## src/rtl/fifo_pkg.sv

```systemverilog
// Shared FIFO definitions: geometry plus Gray/binary pointer conversion.
package fifo_pkg;

  localparam int ADDR_WIDTH = 3;
  localparam int DEPTH      = 2 ** ADDR_WIDTH;

  function automatic logic [ADDR_WIDTH:0] bin2gray(input logic [ADDR_WIDTH:0] bin);
    return bin ^ (bin >> 1);
  endfunction

  // MSB-down XOR prefix.
  function automatic logic [ADDR_WIDTH:0] gray2bin(input logic [ADDR_WIDTH:0] gray);
    logic [ADDR_WIDTH:0] bin;
    bin[ADDR_WIDTH] = gray[ADDR_WIDTH];
    for (int i = ADDR_WIDTH - 1; i >= 0; i--) begin
      bin[i] = bin[i+1] ^ gray[i];
    end
    return bin;
  endfunction

endpackage

```

## src/rtl/fifo_write_ctrl_flags.sv

```systemverilog
// Async FIFO write-side controller: binary/Gray write pointers, registered
// full/almost-full flags, write-domain fill level and sticky overflow.
module fifo_write_ctrl_flags
  import fifo_pkg::*;
#(
  parameter int ADDR_WIDTH = fifo_pkg::ADDR_WIDTH
) (
  input  logic                  clk,
  input  logic                  rst_n,
  input  logic                  wr_en,
  input  logic [ADDR_WIDTH:0]   rd_ptr_sync,
  input  logic [ADDR_WIDTH:0]   af_thresh,
  input  logic                  ovf_clr,
  output logic                  wr_fire,
  output logic [ADDR_WIDTH-1:0] wr_addr,
  output logic [ADDR_WIDTH:0]   wr_gray_ptr,
  output logic                  full,
  output logic                  almost_full,
  output logic [ADDR_WIDTH:0]   wr_level,
  output logic                  overflow
);

  localparam logic [ADDR_WIDTH:0] DEPTH_W = (ADDR_WIDTH+1)'(2 ** ADDR_WIDTH);

  logic [ADDR_WIDTH:0] wr_bin_ptr;
  logic [ADDR_WIDTH:0] wr_bin_next;
  logic [ADDR_WIDTH:0] wr_gray_next;
  logic [ADDR_WIDTH:0] rd_bin;
  logic [ADDR_WIDTH:0] level_next;
  logic                af_next;
  logic                ovf_next;

  // Conversions are written width-generic so the module stays correct when
  // ADDR_WIDTH is overridden away from the package default.
  always_comb begin
    wr_fire      = wr_en && !full;
    wr_bin_next  = wr_bin_ptr + {{ADDR_WIDTH{1'b0}}, wr_fire};
    wr_gray_next = wr_bin_next ^ (wr_bin_next >> 1);
    rd_bin             = '0;
    rd_bin[ADDR_WIDTH] = rd_ptr_sync[ADDR_WIDTH];
    for (int i = ADDR_WIDTH - 1; i >= 0; i--) begin
      rd_bin[i] = rd_bin[i+1] ^ rd_ptr_sync[i];
    end
    level_next = wr_bin_next - rd_bin;
    af_next    = (af_thresh != '0) && (level_next >= af_thresh);
    // A new overflow event outranks a simultaneous clear.
    ovf_next   = (wr_en && full) ? 1'b1 : (ovf_clr ? 1'b0 : overflow);
  end

  assign wr_addr = wr_bin_ptr[ADDR_WIDTH-1:0];

  always_ff @(posedge clk or negedge rst_n) begin
    if (!rst_n) begin
      wr_bin_ptr  <= '0;
      wr_gray_ptr <= '0;
      full        <= 1'b0;
      almost_full <= 1'b0;
      wr_level    <= '0;
      overflow    <= 1'b0;
    end else begin
      wr_bin_ptr  <= wr_bin_next;
      wr_gray_ptr <= wr_gray_next;
      full        <= (level_next == DEPTH_W);
      almost_full <= af_next;
      wr_level    <= level_next;
      overflow    <= ovf_next;
    end
  end

  a_level_bound: assert property (@(posedge clk) disable iff (!rst_n)
    level_next <= DEPTH_W);
  a_full_level: assert property (@(posedge clk) disable iff (!rst_n)
    full |-> (wr_level == DEPTH_W));

endmodule

```

## config.mk

```make
export PLATFORM = sky130hd
export DESIGN_NAME = fifo_write_ctrl_flags
export DESIGN_NICKNAME = d
export VERILOG_FILES = /design/src/rtl/fifo_pkg.sv /design/src/rtl/fifo_write_ctrl_flags.sv
export SDC_FILE = /design/constraint.sdc
export NUM_CORES = 1
export LEC_CHECK = 0
export CAP_MARGIN = 20
export CORE_MARGIN = 1.5
export CORE_UTILIZATION = 42
export DETAILED_ROUTE_END_ITERATION = 10
export PLACE_DENSITY = 0.82
export SYNTH_ARGS = -nofsm -noshare
export SYNTH_HDL_FRONTEND = slang
export SYNTH_SLANG_ARGS = --single-unit
```

## constraint.sdc

```tcl
create_clock -name clk -period 3.11 [get_ports clk]
set_input_delay 0.4665 -clock clk [delete_from_list [all_inputs] [get_ports clk]]
set_output_delay 0.4665 -clock clk [all_outputs]
set_load 0.01 [all_outputs]
```

==> run metrics <==
GR peak layer=met2; Post-Layout Cell Count=113; Worst VDD drop=around 0.64 mV; unrepaired setup endpoints after global routing=no; endpoint class of the critical path=flop; Tmin final=2.85 ns; vias in the first global route=around 530; Detail Route Antenna Nets=0; drt first pass iters=6; dpl hpwl=just over 1 mm; Via-to-Cell Ratio=about 4.7; Post-synth top cells=dfrtp_1, inv_1, ha_1, xnor2_1, xor2_1; area grow syn2layout=49.1%; status=completed; Required @ worst endpoint=3.25 ns; Worst-path clk slew=0.08 ns; PwrDens=1130 nW/µm²; PnR Total Power=1.21 mW; Rel. slew slack=about three fifths; detailed router's first-iteration violation count=15; # IOs=27; top cells by area, synth=dfrtp_1, ha_1, xnor2_1, xor2_1, inv_1; Port Buffer Count=26; asr flop ratio synth=100%; most frequent cell after synthesis=dfrtp_1; average footprint of a synthesized cell=11.6 µm²; Synth Flop Type=dfrtp_1; Die X=44.4 µm; Tightest Pin Transition=0.583 ns; Cell Rows=14; number of library cell types mapped by synthesis=19; Fmax achieved=0.351 GHz; first-pass GRT wire length=~2.2 mm; skew final=0.00870 ns; initial core utilization=46.2%; HP Class=reg -> reg; Final Net Count=120; Total GRT Usage=14.8%; met1 usage=18.7%; initial antenna violation count=0; Die Span Y=44.4 µm; post-synth top area cell=dfrtp_1; root buffer cell=clkbuf_4; startpoint type of the worst setup path=input pin; Hold-fix buffers, CTS=0; clk sink count=14; final setup vio count=0; number of buffers created by CTS=3; Yosys top cell area share=48.6%; worst setup path class=in -> reg; worst-case clock buffer depth=2; H-tree levels=1; largest net degree at the start of global routing=15; Worst-Skew Late Latency=0.27 ns; Core Region=1560 µm²; CP arrival=~3 ns; # Max-Cap Violations=0; hold depth=2; leakage power=0.515 nW; Post-CTS Setup Inserts=0; synthesized net count=84; Netlist Area Pre-Place=721 µm²; DRC Markers=0; Yosys reg bits=14; worst-case reg-to-reg path depth=10; sequential area share after synthesis=48.6%; Gate Count Post-Synth=62; PostCTS Resize Cnt=0; Die Area=1970 µm²; wire length per cell=approximately 11 µm; GPL Wtd Cong=0.778; # placed instances=109; EDFF count, synth=0; diode count=0; number of synthesis warnings=0; CTS tree=built; Pins Over Slew Limit=0; Finished Core Util=68.9%; Fin. Hold Viols=0; DR vias=531; total grt overflow=0; crit share post-route=91.5%; layout cells sized above 1=11.3%; Detailed Route WL=~1.2 mm; crit path max fanout=2; met2 usage=25.3%; M3 GR Usage=2.04%
==> through the flow <==
stage	worst slack, ns	TNS (ns)	area (µm²)	hold WS (ns)
detailed placement	-0.00926	-0.00926	1040	0.512
finish	0.263	0	1070	0.519
global placement	-0.00670	-0.00670	1040	0.501
floorplan	0.469	0	721	0.171
global route	0.0280	0	1070	0.574
CTS	0.258	0	1070	0.532
==> cell usage in the layout (no fill, tap or decap), drive strengths merged <==
cell type / Yosys / final
xnor2: 6 / 6
a2111oi: 1 / 1
nor4: 1 / 1
o21ai: 2 / 2
clkbuf: 0 / 4
a211oi: 1 / 1
dfrtp: 14 / 14
nand3: 2 / 2
buf: 0 / 5
nand2: 2 / 2
nand2b: 1 / 1
a21o: 2 / 2
ha: 9 / 9
clkdlybuf4s50: 0 / 26
fa: 1 / 1
nor2b: 2 / 2
xor2: 5 / 5
nor3: 1 / 1
inv: 11 / 11
nor2: 1 / 1
==> worst max-delay path: stages <==
cell	delay, ns
clkdlybuf4s50_1	0.45
xnor2_1	0.26
xor2_1	0.26
xnor2_1	0.10
ha_1	0.21
fa_1	0.48
inv_1	0.05
ha_1	0.26
a21o_1	0.15
a211oi_1	0.22
nor3_1	0.08
==> registers in the layout, summed over array words and instances (netlist names) <==
| register | count |
|---|---|
| almost_full | 1 |
| full | 1 |
| overflow | 1 |
| wr_bin_ptr | 4 |
| wr_gray_ptr | 3 |
| wr_level | 4 |
==> layout make-up <==
| cell class | count | area [µm²] |
|---|---|---|
| clock buffer | 4 | 36.3 |
| fill | 108 | 484 |
| sequential | 14 | 350 |
| inverter | 11 | 41.3 |
| timing repair buffer | 31 | 298 |
| tap | 16 | 20.0 |
| multi-input combinational | 37 | 329 |
==> where the power goes <==
part           internal (mW)  switching (mW)
Clock                 0.0710          0.0538
Sequential             0.276          0.0360
Combinational          0.416           0.360
==> path summary, 6_finish.rpt <==
check	start	end	slack [ns]
worst max register to register	full$_DFF_PN0_	almost_full$_DFF_PN0_	0.64
worst max-delay path	rd_ptr_sync[3]	almost_full$_DFF_PN0_	0.26
min in group asynchronous	rst_n	wr_gray_ptr[1]$_DFF_PN0_	0.56
max in group asynchronous	rst_n	wr_bin_ptr[0]$_DFF_PN0_	2.16
worst min register to register	full$_DFF_PN0_	overflow$_DFFE_PN0P_	0.52
worst min-delay path	full$_DFF_PN0_	overflow$_DFFE_PN0P_	0.52
==> kinds of logic after synthesis <==
| family | Yosys count | share of synthesized area [%] |
|---|---|---|
| flops | 14 | 48.6 |
| xor+xnor | 11 | 13.4 |
| buf+inv | 11 | 5.73 |
| fa+ha+maj | 10 | 18.4 |
| simple gates | 10 | 7.12 |
| compound gates | 6 | 6.77 |
==> layer usage <==
metal / vias to the layer above / part of all wire [%]
li1: 268 / -
met1: 244 / 45
met2: 17 / 49
met3: 2 / 4.5
met4: 0 / 1.3
met5: - / 0
Power figures use the tool's default switching activity.
==> RTL change (config.mk and constraints unchanged) <==
`ADDR_WIDTH`: 3 -> 2.
--- a/src/rtl/fifo_pkg.sv
+++ b/src/rtl/fifo_pkg.sv
@@ -3,3 +3,3 @@
 
-  localparam int ADDR_WIDTH = 3;
+  localparam int ADDR_WIDTH = 2;
   localparam int DEPTH      = 2 ** ADDR_WIDTH;
Interface: changed (5 resized); port bits go from 27 to 22. No check against the original RTL was run, so the function may have changed too.
==> RTL change against the original RTL <==
  * Area after synthesis fell by 28%
  * Clock skew shrank 0.0072 ns
  * Cell area down 27%
  * Power down 30%
  * Routed wire length shrank 29%
  * First-iteration DRC count shrank 53%
  * Worst setup slack gained 0.0064 ns
  * Die area fell by 26%
  * Worst hold slack improved by 0.010 ns
  * Sequential share of layout area grew 2.7 points
  * Sequential power down 21%
  * Sequential cell count down 3
  * Register-to-register slack lost 0.04 ns
  * Critical path type unchanged
  * Largest power group unchanged
  * Highest routed layer unchanged
==> RTL change: results (changes against the original RTL) <==
* Final HPWL DP at 762 um (-27%)
* Initial DRC Count at 7 (-8)
* Pin count of the biggest net entering global routing at 12 (-3)
* Syn avg cell area at 12.7 um2 (+9.0%)
* Clock-cell share at 3.37% (-0.011 points)
* Drt via density at 4.60 (-2.0%)
* Hold Path Class: primary input to async pin
* Syn_nets at 58 (-31%)
* Total wire length at 873 um (-29%)
* Die width at 38.2 um (-14%)
* Commonest cells post-synth: dfrtp_1 (11), inv_1 (8), ha_1 (6)
* Finished Layout Cells at 81 (-28%)
* Metal2 WL at 468 um (-22%)
* Post-Synth Adder-Cell Area at 18.3% (-0.090 points)
* Least-Margin Pin Slew at 0.478 ns (-0.106 ns)
* NumNets Final at 85 (-29%)
* Drt first pass iters at 4 (-2)
* Peak supply drop at 0.504 mV (-21%)
* PortBufs at 21 (-19%)
* Layout cell share with drive strength beyond 1 at 8.96% (-2.4 points)
* FILL cells at 85 (-21%)
* Routed length on met1 at 325 um (-42%)
* Gr usage total at 15.4% (+0.67 points)
* Non-CTS buffers at 22 (-29%)
* Dominant cells by area after synthesis: dfrtp_1 (53%), ha_1 (14%), xnor2_1 (8.4%)
* Final RePlAce weighted congestion at 0.674 (-13%)
* Post-Synth XOR/XNOR Area at 13.3% (-0.12 points)
* Placed Cells at 77 (-29%)
* Synth Area in Compound Gates at 4.58% (-2.2 points)
* Register Area at 275 um2 (-21%)
* #FFs+latches synth at 11 (-3)
* Status: finished clean
* Vias in the first global route at 380 (-28%)
* Yosys cell types at 14 (-5)
## RTL change: worst paths after layout
check                      start             to  slack [ns]  depth (start not counted)
min                        rst_n  wr_bin_ptr[1]        0.53                          1
max reg2reg                 full    almost_full        0.60                         11
max in group asynchronous  rst_n    almost_full        2.25                          1
min reg2reg                 full       overflow        0.53                          2
max                        wr_en    almost_full        0.27                         12
min in group clk            full       overflow        0.53                          2
## RTL change: where the power goes
group / leakage (nW) / switching [W] / total, W / internal (W)
clock: 0.0150 / 0.0000404 / 0.0000898 / 0.0000494
sequential: 0.133 / 0.0000267 / 0.000245 / 0.000218
combinational: 0.209 / 0.000229 / 0.000509 / 0.000280
## RTL change: metal layers
layer,track usage (%),up-vias
li1,-,182
met3,1.74,2
met2,30.1,22
met5,0,-
met4,8.04,0
met1,15.6,167
## RTL change: stage by stage
step | setup slack [ns] | instance area [um2] | TNS [ns]
floorplan | 0.620 | 519 | 0
global placement | 0.0689 | 754 | 0
detailed placement | -0.00434 | 754 | -0.00434
CTS | 0.252 | 781 | 0
global route | 0.0606 | 781 | 0
finish | 0.269 | 781 | 0
## RTL change: critical path: cells and delay by family
kind            cells  cell delay [ns]
compound gates      2             0.19
xor+xnor            2             0.41
fa+ha+maj           4             1.10
buf+inv             3             0.61
simple gates        1             0.21
## RTL change: cells by family (layout without fill, tap and decap cells)
group / after synthesis / after routing
AOI/OAI and AO/OA: 4 / 4
xor gates and xnor gates: 7 / 7
adders and majority gates: 7 / 7
buffers and inverters: 8 / 34
DFF: 11 / 11
and+or+nand+nor: 4 / 4
